[config.mk]
export PLATFORM = sky130hd
export DESIGN_NAME = ps2_host_tx
export DESIGN_NICKNAME = d
export VERILOG_FILES = /design/src/rtl/ps2_host_tx_pkg.sv /design/src/rtl/ps2_line_sync.sv /design/src/rtl/ps2_host_tx.sv
export SDC_FILE = /design/constraint.sdc
export NUM_CORES = 1
export LEC_CHECK = 0
export CORE_MARGIN = 8
export CORE_UTILIZATION = 48
export CTS_BUF_LIST = sky130_fd_sc_hd__clkbuf_4 sky130_fd_sc_hd__clkbuf_8
export DETAILED_ROUTE_END_ITERATION = 10
export PLACE_DENSITY = 0.77
export SYNTH_ARGS = -nofsm -noshare
export SYNTH_HDL_FRONTEND = slang
export SYNTH_SLANG_ARGS = --single-unit
[constraint.sdc]
create_clock -name clk -period 3 [get_ports clk]
set_input_delay 0.45 -clock clk [delete_from_list [all_inputs] [get_ports clk]]
set_output_delay 0.45 -clock clk [all_outputs]
set_load 0.05 [all_outputs]
[src/rtl/ps2_host_tx_pkg.sv]
// ps2_host_tx_pkg: shared PS/2 state encodings, cycle defaults and command bytes.
package ps2_host_tx_pkg;
  typedef enum logic [2:0] {IDLE, INHIBIT, REQ, SEND, ACK, WAIT_IDLE} state_t;
  localparam int INHIBIT_CYCLES_DEF = 780;
  localparam int REQ_CYCLES_DEF = 8;
  localparam int TIMEOUT_CYCLES_DEF = 97500;
  localparam int CNT_W = 17;
  localparam logic [7:0] CMD_SET_LEDS = 8'hED;
  localparam logic [7:0] CMD_ENABLE = 8'hF4;
  localparam logic [7:0] CMD_RESET = 8'hFF;
  function automatic logic odd_parity(input logic [7:0] d);
    return ~^d;
  endfunction
endpackage

[src/rtl/ps2_line_sync.sv]
// ps2_line_sync: 2-flop pad synchronizer with optional 4-sample stability filter and fall detect.
module ps2_line_sync #(
  parameter bit FILTER = 1'b0
) (
  input  logic clk,
  input  logic reset,
  input  logic i_pad,
  output logic o_level,
  output logic o_fall
);
  logic r_s1, r_s2;
  always_ff @(posedge clk) begin
    if (!reset) begin
      r_s1 <= 1'b1;
      r_s2 <= 1'b1;
    end else begin
      r_s1 <= i_pad;
      r_s2 <= r_s1;
    end
  end
  generate
    if (FILTER) begin : g_filt
      logic [2:0] r_hist;
      logic r_filt;
      logic w_all0, w_all1;
      assign w_all0 = ~|{r_hist, r_s2};
      assign w_all1 = &{r_hist, r_s2};
      always_ff @(posedge clk) begin
        if (!reset) begin
          r_hist <= 3'b111;
          r_filt <= 1'b1;
        end else begin
          r_hist <= {r_hist[1:0], r_s2};
          r_filt <= w_all1 ? 1'b1 : w_all0 ? 1'b0 : r_filt;
        end
      end
      // Fall fires on the cycle the fourth low sample arrives, one cycle before r_filt drops.
      assign o_level = r_filt;
      assign o_fall = r_filt & w_all0;
    end else begin : g_raw
      logic r_prev;
      always_ff @(posedge clk) begin
        if (!reset) r_prev <= 1'b1;
        else r_prev <= r_s2;
      end
      assign o_level = r_s2;
      assign o_fall = r_prev & ~r_s2;
    end
  endgenerate
endmodule

[src/rtl/ps2_host_tx.sv]
// ps2_host_tx: host-to-device PS/2 command transmitter with open-collector drive enables.
// Define PS2TX_GLITCH_FILTER_EN to filter the device clock through a 4-sample stability filter.
module ps2_host_tx
  import ps2_host_tx_pkg::*;
#(
  parameter int INHIBIT_CYCLES = INHIBIT_CYCLES_DEF,
  parameter int REQ_CYCLES = REQ_CYCLES_DEF,
  parameter int TIMEOUT_CYCLES = TIMEOUT_CYCLES_DEF
) (
  input  logic       clk,
  input  logic       reset,
  input  logic [7:0] tx_data,
  input  logic       tx_start,
  output logic       busy,
  output logic       tx_done,
  output logic       tx_error,
  input  logic       clkps2_in,
  input  logic       dataps2_in,
  output logic       clkps2_drive_low,
  output logic       dataps2_drive_low
);
`ifdef PS2TX_GLITCH_FILTER_EN
  localparam bit CLK_FILTER = 1'b1;
`else
  localparam bit CLK_FILTER = 1'b0;
`endif
  localparam logic [CNT_W-1:0] L_INH = CNT_W'(INHIBIT_CYCLES - 1);
  localparam logic [CNT_W-1:0] L_REQ = CNT_W'(REQ_CYCLES - 1);
  localparam logic [CNT_W-1:0] L_TO = CNT_W'(TIMEOUT_CYCLES - 1);
  state_t r_state, w_state;
  logic [7:0] r_data, w_data;
  logic r_par, w_par;
  logic [CNT_W-1:0] r_cnt, w_cnt;
  logic [3:0] r_idx, w_idx;
  logic r_busy, w_busy, r_done, w_done, r_err, w_err, r_cdl, w_cdl, r_ddl, w_ddl;
  logic w_clk, w_fall, w_dat, w_dat_fall_unused;
  ps2_line_sync #(.FILTER(CLK_FILTER)) u_clk_sync (
    .clk(clk), .reset(reset), .i_pad(clkps2_in), .o_level(w_clk), .o_fall(w_fall)
  );
  ps2_line_sync #(.FILTER(1'b0)) u_dat_sync (
    .clk(clk), .reset(reset), .i_pad(dataps2_in), .o_level(w_dat), .o_fall(w_dat_fall_unused)
  );
  always_comb begin
    w_state = r_state;
    w_data = r_data;
    w_par = r_par;
    w_cnt = (r_state == IDLE) ? '0 : r_cnt + CNT_W'(1);
    w_idx = r_idx;
    w_busy = r_busy;
    w_done = 1'b0;
    w_err = 1'b0;
    w_cdl = r_cdl;
    w_ddl = r_ddl;
    case (r_state)
      IDLE: if (tx_start) begin
        w_state = INHIBIT;
        w_data = tx_data;
        w_par = odd_parity(tx_data);
        w_busy = 1'b1;
        w_cdl = 1'b1;
      end
      INHIBIT: if (r_cnt == L_INH) begin
        w_state = REQ;
        w_cnt = '0;
        w_ddl = 1'b1;
      end
      REQ: if (r_cnt == L_REQ) begin
        w_state = SEND;
        w_cnt = '0;
        w_cdl = 1'b0;
        w_idx = '0;
      end
      SEND: if (w_fall) begin
        w_cnt = CNT_W'(1);
        w_idx = r_idx + 4'd1;
        w_ddl = (r_idx == 4'd8) ? ~r_par : (r_idx == 4'd9) ? 1'b0 : ~r_data[r_idx[2:0]];
        w_state = (r_idx == 4'd9) ? ACK : SEND;
      end
      ACK: if (w_fall) begin
        w_cnt = CNT_W'(1);
        w_state = w_dat ? IDLE : WAIT_IDLE;
        w_err = w_dat;
        w_busy = ~w_dat;
      end
      WAIT_IDLE: if (w_clk && w_dat) begin
        w_state = IDLE;
        w_done = 1'b1;
        w_busy = 1'b0;
      end
      default: w_state = IDLE;
    endcase
    // Watchdog: the counter restarts on each device clock fall, so it only expires on a stalled bus.
    if ((r_state inside {SEND, ACK, WAIT_IDLE}) && !w_fall && !w_done && r_cnt == L_TO) begin
      w_state = IDLE;
      w_err = 1'b1;
      w_busy = 1'b0;
      w_cdl = 1'b0;
      w_ddl = 1'b0;
    end
  end
  always_ff @(posedge clk) begin
    if (!reset) begin
      r_state <= IDLE;
      r_data <= '0;
      r_par <= 1'b0;
      r_cnt <= '0;
      r_idx <= '0;
      r_busy <= 1'b0;
      r_done <= 1'b0;
      r_err <= 1'b0;
      r_cdl <= 1'b0;
      r_ddl <= 1'b0;
    end else begin
      r_state <= w_state;
      r_data <= w_data;
      r_par <= w_par;
      r_cnt <= w_cnt;
      r_idx <= w_idx;
      r_busy <= w_busy;
      r_done <= w_done;
      r_err <= w_err;
      r_cdl <= w_cdl;
      r_ddl <= w_ddl;
    end
  end
  assign busy = r_busy;
  assign tx_done = r_done;
  assign tx_error = r_err;
  assign clkps2_drive_low = r_cdl;
  assign dataps2_drive_low = r_ddl;
endmodule

======== Word level (Yosys, flattened, before mapping) ========
Index checks and enable logic that the tools add are counted.
storage, ports and cells
  bits in registers ....................... 43
  output and inout port bits .............. 5
  logic and storage cells ................. 96
operators by class
  $add $sub $neg .......................... 2
  magnitude comparators ................... 1
  equal/unequal tests ..................... 16
  mux-type cells .......................... 35
  bitwise gates (word level) .............. 6
  reduce and logical (&&, ||, !) cells .... 21
operators by type and width
  kind                                                                     number
  17-bit 2-to-1 mux                                                        4
  17-bit one-hot mux with 3 select lines                                   1
  3-bit 2-to-1 mux                                                         8
  3-bit one-hot mux with 6 select lines                                    1
  17-bit by 1-bit adder with 17-bit output, second input constant          1
  17-bit by 10-bit equality test with 1-bit output, second input constant  1
  17-bit equality test, second input constant                              1
  17-bit by 3-bit equality test with 1-bit output, second input constant   1
  1-bit 2-to-1 mux                                                         14
  2-bit != test, second input constant                                     6
  3-bit AND reduction                                                      3
  4-bit equality test, second input constant                               2
  4-bit 2-to-1 mux                                                         2
  4-bit one-hot mux with 2 select lines                                    1
  8-bit XNOR reduction                                                     1
  3-bit by 2-bit equality test with 1-bit output, second input constant    2
  3-bit equality test, second input constant                               2
  6-bit AND reduction                                                      1
  2-bit nonzero test                                                       3
  3-bit nonzero test                                                       2
  1-bit NOT                                                                5
  4-bit by 1-bit adder with 4-bit output, second input constant            1
  1-bit logical AND                                                        4
  3-bit by 4-bit < comparator with 1-bit output, second input constant     1
  10 further kinds                                                         13

======== Logic depth before layout (Yosys ltp) ========
Gate-level depths: netlist of the first run.
  depth in word-level cells ............... 7
  mapped depth ............................ 7
  mapped depth without buffers ............ 7

======== Modules after synthesis ========
From an unflattened synthesis of the first run, not the netlist that was laid out.
unflattened totals
  cell total of the unflattened synthesis .. 259
  area total of the unflattened synthesis .. 2162.1 um^2
modules (own cells, without submodules)
  module         times used  cells each  area each (um^2)  sequential area each (um^2)
  ps2_host_tx    1           245         1991.9            760.7
  ps2_line_sync  2           7           85.1              60.1

======== Worst setup path before layout of the first run ========
OpenSTA, ideal clock, no wires.
  path type ............................... register to register
  start point ............................. register r_cnt[0]
  end point ............................... register r_cnt[10]
  setup time .............................. 0.115 ns
  data arrival time ....................... 1.905 ns
  data required time ...................... 2.885 ns
  slack ................................... 0.980 ns
  stages on the path, launching flop included .. 8
  buffers on the path ..................... 1
  cells stage by stage .................... dfxtp_1 ha_1 or4b_1 nor4_2 o22a_2 a31o_4 buf_8 nor2_1
between the ends
  cells in the longest elaborated chain, start to end .. 4
  elaborated cells on any way between the ends .. 8
RTL lines
  element                                      RTL line            source
  start: declaration                           ps2_host_tx.sv:33   logic [CNT_W-1:0] r_cnt, w_cnt;
  start signal: assignment                     ps2_host_tx.sv:117  r_cnt <= w_cnt;
  17-bit by 1-bit adder with 17-bit output     ps2_host_tx.sv:47   w_cnt = (r_state == IDLE) ? '0 : r_cnt + CNT_W'(1);
  17-bit 2-to-1 mux                            ps2_host_tx.sv:47
  17-bit 2-to-1 mux, on equally long branches  n/a
  17-bit one-hot mux with 3 select lines *     ps2_host_tx.sv:54   case (r_state)
Mark *: on every way between the ends. The rest lies on a longest branch, timed or not.
A chain may end at the register's enable or synchronous reset.

======== Worst setup path in the final report of the first run ========
  start point ............................. register r_cnt[0]
  end point ............................... register r_state[2]
between the ends
  cells in the longest elaborated chain, start to end .. 3
  elaborated cells on any way between the ends .. 8
RTL lines
  element                                                                        RTL line            source
  17-bit by 3-bit equality test with 1-bit output, or another cell as far along  ps2_host_tx.sv:67   REQ: if (r_cnt == L_REQ) begin
  2-bit != test (no source line) or 1-bit logical AND (tied branches)            n/a
  6-bit AND reduction (no source line) or 2-bit OR reduction (tied branches)     n/a
  end signal: assignment                                                         ps2_host_tx.sv:114  r_state <= w_state;
  end: declaration                                                               ps2_host_tx.sv:30   state_t r_state, w_state;
Several ways; a longest one is shown, not always the timed one.

==> impl_metrics.yaml, run 1 <==
sta:
  max_freq_ghz: 0.449
  setup_viol: 0
  rsz0062_at_grt: "false"
  fin_crit_ns: 2.23
  slew_violations: 0
  final-hold-violation-count: 0
  worst_pin_slew_ns: 0.654
  fin_crit_sh_pct: 74.3
  fin_skew_ns: 0.00710
  max-slew-margin-rel_pct: 56.3
  setup-tns-final_ns: 0
routing:
  wire_per_inst_um: 13.8
  routed_wl_um: 4560
  ant_nets: 0
  vias_per_cell: 5.66
  vias: 1867
  drt_iter0_drc: 209
  post-route-drc-count: 0
  detail_route.first_pass.iterations: 4
global_routing:
  gr-usage-all-layers_pct: 13.4
  grt-ovfl-total: 0
  grt_pass1_vias: 1819
  grt_max_degree: 23
  grt_pass1_wl_um: 8000
  antenna_found_initial: 0
synthesis:
  syn_avg_cell_area_um2: 8.57
  ys_warn_count: 0
  syn_area_mm2: 0.00223
  synthArstFlopShare_pct: 0
  ys_seq_area_share_pct: 38.7
  syn_nets: 278
  ys_ff_latch: 43
  synthTopCellsByArea: "dfxtp_1 (39%), nand2_1 (5.6%), nor2_1 (5.4%)"
  yosysTopAreaCellShare_pct: 38.7
  synthesis.instances: 260
  yosys_most_used_dff: "dfxtp_1"
  yosysTopAreaCell: "dfxtp_1"
  synth_edf_count: 0
  yosys.cell_types.count: 49
floorplan:
  pin_count: 18
  die_height_um: 84.1
  die-width_um: 84.1
  start_util_pct: 50.5
  core_mm2: 0.00441
  fp-row-count: 24
  die_area_mm2: 0.00708
clock_network:
  cts_resized: 0
  clockBufferDepth: 2
  clk_pin_slew_worst_paths_ns: 0.08
  insertion_delay_ns: 0.30
  cts_sinks: 43
  cts-buffers-inserted: 5
  ctsHoldBuffers: 0
  htree_levels: 2
  cts_tree: "done"
  ctsRootBufferMaster: "clkbuf_8"
  cts_setup_buffers: 0
pwr:
  totalPowerFinal_mw: 1.73
  powerDensity_mw_per_mm2: 674
  p_leak_nw: 0.892
  ir_drop_uv: 486
place:
  io_buffers: 17
  placed_cell_area_mm2: 0.00243
  gp_congestion: 0.864
  dpl.hpwl_um: 3340
final_layout:
  antenna_cells: 0
  final_core_util_pct: 58.2
  fin_nets: 295
  area_growth_syn_to_layout_pct: 15.3
  fin_area_mm2: 0.00257
  drive_gt1_share_pct: 6.47
worst_setup_path:
  worstPathCellList: "ha_1 -> or4b_1 -> nor4_2 -> o22a_2 -> a31oi_1 -> a311oi_1"
  critPathSlowestCell: "or4b_1"
  critPathLaunchType: "flip-flop"
  critPathKind: "reg -> reg"
  crit_path_max_fanout: 5
  cp-end-kind: "flip-flop"
  worstPathArrival_ns: 2.42
  critPathMaxStageDelay_ns: 0.53
  crit_required_ns: 3.20
  ff2ff_setup_slack_ns: 0.77
run_status:
  status: "complete, no violations"
min_path:
  hold_path.class: "reg -> reg"
flow_run:
  max-cap-violations: 0
[routing by layer]
metal | vias up | GRT usage, % | routed length, µm
met5 | - | 0 | 0
met1 | 863 | 17.8 | 2230
met4 | 0 | 6.59 | 80
met3 | 7 | 3.52 | 249
met2 | 51 | 19.4 | 2000
li1 | 946 | - | -
[layout make-up]
class                           count  area, µm²
Tap cell                           52       65.1
Inverter                            6       22.5
Timing Repair Buffer               19        185
Multi-Input combinational cell    202       1300
Fill cell                         360       1850
Clock buffer                        5       68.8
Clock inverter                      3       67.6
Sequential cell                    43        861
[stage by stage]
step / worst slack [ns] / cells / hold WS [ns]
2_1_floorplan: 0.980 / 260 / 0.386
3_3_place_gp: 0.779 / 322 / 0.388
3_5_place_dp: 0.805 / 322 / 0.396
4_1_cts: 0.792 / 330 / 0.423
5_1_grt: 0.594 / 330 / 0.450
6_report: 0.771 / 330 / 0.417
[cell usage after synthesis (2+ instances only)]
cell and count:
and4_1 2, and3b_1 2, nand2_1 33, nand4b_1 2
a311oi_1 3, dfxtp_1 43, nand3b_1 2, inv_1 6
nor2_1 32, xnor2_1 11, o21a_1 3, o31ai_1 2
nand3_1 11, mux2i_1 3, o22ai_1 2, nand4_1 7
and2_1 2, a21o_1 3, xor2_1 13, o21ai_0 3
nor4b_1 2, a31oi_1 4, nand2b_1 10, or4_4 2
a21oi_1 4, a21boi_0 9, ha_1 5, clkbuf_1 7
nor3b_1 3, nor3_1 10
[worst paths after layout]
kind	startpoint	end	depth (start not counted)
setup / recovery	r_cnt[0]	r_state[2]	6
hold / removal	u_dat_sync.r_s1	u_dat_sync.o_level	1
setup reg to reg	r_cnt[0]	r_state[2]	6
hold reg to reg	u_dat_sync.r_s1	u_dat_sync.o_level	1
[kinds of logic (layout without fill, tap and decap cells)]
group	count (synthesis)	in the layout	share of synthesized area (%)
simple gates	129	129	30.3
mux	4	4	2.36
compound gates	40	40	13.4
flops	43	43	38.7
xor+xnor	24	24	9.44
buf+inv	15	33	3.03
fa+ha+maj	5	5	2.81
[cell usage in the layout (no fill, tap or decap), types with 3 or more instances in the layout]
| master | instances |
|---|---|
| nand2b_1 | 10 |
| dfxtp_1 | 43 |
| nand3_1 | 11 |
| a311oi_1 | 3 |
| nor2_1 | 32 |
| a21oi_1 | 4 |
| o21a_1 | 3 |
| a21o_1 | 3 |
| clkbuf_8 | 5 |
| clkdlybuf4s50_1 | 17 |
| a31oi_1 | 4 |
| mux2i_1 | 3 |
| xor2_1 | 13 |
| nor3b_1 | 3 |
| nand2_1 | 33 |
| xnor2_1 | 11 |
| nand4_1 | 7 |
| a21boi_0 | 9 |
| nor3_1 | 10 |
| o21ai_0 | 3 |
| inv_1 | 6 |
| ha_1 | 5 |
[report_power, final]
| part | total [mW] | switching [mW] | internal [mW] |
|---|---|---|---|
| sequential | 0.736 | 0.100 | 0.636 |
| combinational | 0.464 | 0.262 | 0.202 |
| clock | 0.532 | 0.200 | 0.332 |
| total | 1.73 | 0.562 | 1.17 |
[state kept, by name (all words and copies together) (netlist names)]
signal                   cells
u_clk_sync.g_raw.r_prev      1
busy                         1
dataps2_drive_low            1
u_clk_sync.r_s1              1
r_state                      3
u_clk_sync.o_level           1
r_data                       8
tx_error                     1
r_cnt                       17
u_dat_sync.r_s1              1
r_par                        1
u_dat_sync.o_level           1
clkps2_drive_low             1
r_idx                        4
tx_done                      1
[worst max-delay path, delay by kind of cell, from the launching register on]
family / cells / cell delay, ns
AND/OR/NAND/NOR: 2 / 0.88
adder cells (fa/ha/maj): 1 / 0.27
flip-flops: 1 / 0.39
AO/OA/AOI/OAI: 3 / 0.58
Note: power is estimated with default switching activity, not from simulation.
==> run 2: changes to the inputs <==
Settings changed: PLACE_DENSITY 0.77 to 0.79.
Clock period 3 ns to 2 ns, I/O delays scaled along.
==> impl_metrics.yaml, run 2 (synthesis gave the netlist of run 1 again) <==
pwr:
  ir_drop_uv: 854
  p_leak_nw: 1.00
  powerDensity_mw_per_mm2: 925
routing:
  routed_wl_um: 5170
  detail_route.first_pass.iterations: 5
  ant_nets: 0
  post-route-drc-count: 0
  wire_per_inst_um: 14.6
  vias: 2012
  drt_iter0_drc: 140
  vias_per_cell: 5.67
worst_setup_path:
  critPathKind: "reg -> reg"
  crit_path_max_fanout: 8
  cp-end-kind: "flip-flop"
  critPathSlowestCell: "or4_4"
  crit_required_ns: 2.19
  worstPathCellList: "or4_4 -> nor4_4 -> o22a_2 -> a31o_4 -> nor2_1"
  critPathLaunchType: "flip-flop"
  critPathMaxStageDelay_ns: 0.58
  worstPathArrival_ns: 2.12
floorplan:
  die_height_um: 84.1
  core_mm2: 0.00441
  pin_count: 18
  fp-row-count: 24
  die_area_mm2: 0.00708
  die-width_um: 84.1
  start_util_pct: 50.5
clock_network:
  ctsRootBufferMaster: "clkbuf_8"
  cts_sinks: 43
  insertion_delay_ns: 0.31
  htree_levels: 2
  cts_tree: "done"
  clockBufferDepth: 2
  cts-buffers-inserted: 5
  clk_pin_slew_worst_paths_ns: 0.09
global_routing:
  grt_pass1_wl_um: 8620
  grt_max_degree: 17
  gr-usage-all-layers_pct: 14.3
  grt_pass1_vias: 1840
  antenna_found_initial: 0
  grt-ovfl-total: 0
sta:
  final-hold-violation-count: 0
  fin_crit_sh_pct: 96.3
  max_freq_ghz: 0.519
  slew_violations: 0
  worst_pin_slew_ns: 0.715
  fin_skew_ns: 0.0152
  rsz0062_at_grt: "false"
  fin_crit_ns: 1.93
  max-slew-margin-rel_pct: 51.7
  setup_viol: 0
place:
  dp_cells: 344
  gp_congestion: 0.921
  io_buffers: 17
  dpl.hpwl_um: 3720
  placed_cell_area_mm2: 0.00261
final_layout:
  top_register: "r_cnt"
  fin_area_mm2: 0.00276
  reg_top3: "r_cnt (17), r_data (8), r_idx (4)"
  largest_reg_flops: 17
  mostFrequentLayoutCell: "dfxtp_1"
  multi_input_area_mm2: 0.00136
  area_growth_syn_to_layout_pct: 24.0
  layout_common_cells: "dfxtp_1 (41), nand2_1 (33), nor2_1 (32)"
  fillCellCount: 349
  drive_gt1_share_pct: 16.8
  antenna_cells: 0
  final-seq-area_um2: 863
  instances_no_fill: 355
  fin_nets: 320
run_status:
  status: "complete, no violations"
flow_run:
  max-cap-violations: 0
min_path:
  hold_path.class: "reg -> reg"
## run 2: cell types whose count changed in the layout (fill, tap and decap cells not counted), sizes merged
cell | previous run | this run
clkinv | 0 | 1
a31o | 1 | 2
clkbuf | 5 | 6
bufinv | 2 | 0
buf | 2 | 26
## run 2: repair_timing
action / in CTS / in global routing
endpoints found under the hold margin: 0 / 0
pin swaps: 2 / 5
setup buffers: 0 / 2
gates cloned: 0 / 1
gates resized for setup: 0 / 8
setup endpoints to repair: 9 / 24
hold buffers: 0 / 0
## run 2: through the flow
step / setup TNS (ns) / utilization (%) / hold WS, ns / setup slack [ns] / power, mW
final: 0 / 62.6 / 0.410 / 0.0740 / 2.56
after global routing: 0 / 62.6 / 0.423 / 0.00481 / 2.69
after CTS: 0 / 61.2 / 0.411 / 0.00415 / 2.48
after detailed placement: -0.00939 / 59.2 / 0.393 / -0.00579 / 1.92
after global placement: 0 / 59.2 / 0.389 / 0.0644 / 1.90
after floorplan: 0 / - / 0.386 / 0.0000209 / 1.65
## run 2: final timing paths
check	startpoint	endpoint	slack [ns]	cells after the start
worst max-delay path	r_cnt[16]	r_cnt[12]	0.07	5
worst min-delay path	u_dat_sync.r_s1	u_dat_sync.o_level	0.41	1
worst max register to register	r_cnt[16]	r_cnt[12]	0.07	5
worst min register to register	u_dat_sync.r_s1	u_dat_sync.o_level	0.41	1
## run 2: critical path: cells and delay by family (launching register included)
kind / cells / cell delay [ns]
simple gates: 3 / 0.96
compound gates: 2 / 0.50
flops: 1 / 0.34
## run 2: metal layers
metal | vias to the layer above | wire, µm | global-route usage (%)
met5 | - | 0 | 0
met4 | 0 | 60 | 4.71
met3 | 4 | 321 | 3.32
met2 | 68 | 2310 | 22.4
met1 | 939 | 2480 | 18.8
li1 | 1001 | - | -
## run 2: final cells by class
| class | instances | area share (%) |
|---|---|---|
| repair buffers | 43 | 13.2 |
| flip-flops and latches | 43 | 31.2 |
| clock inverters | 2 | 0.453 |
| multi-input cells | 203 | 49.1 |
| well taps | 52 | 2.36 |
| clock buffers | 6 | 2.76 |
| inverters | 6 | 0.815 |
## run 2: power by group
part	total (mW)	switching (mW)	internal, mW
clock	0.565	0.307	0.258
combinational	0.949	0.540	0.409
sequential	1.04	0.0855	0.957
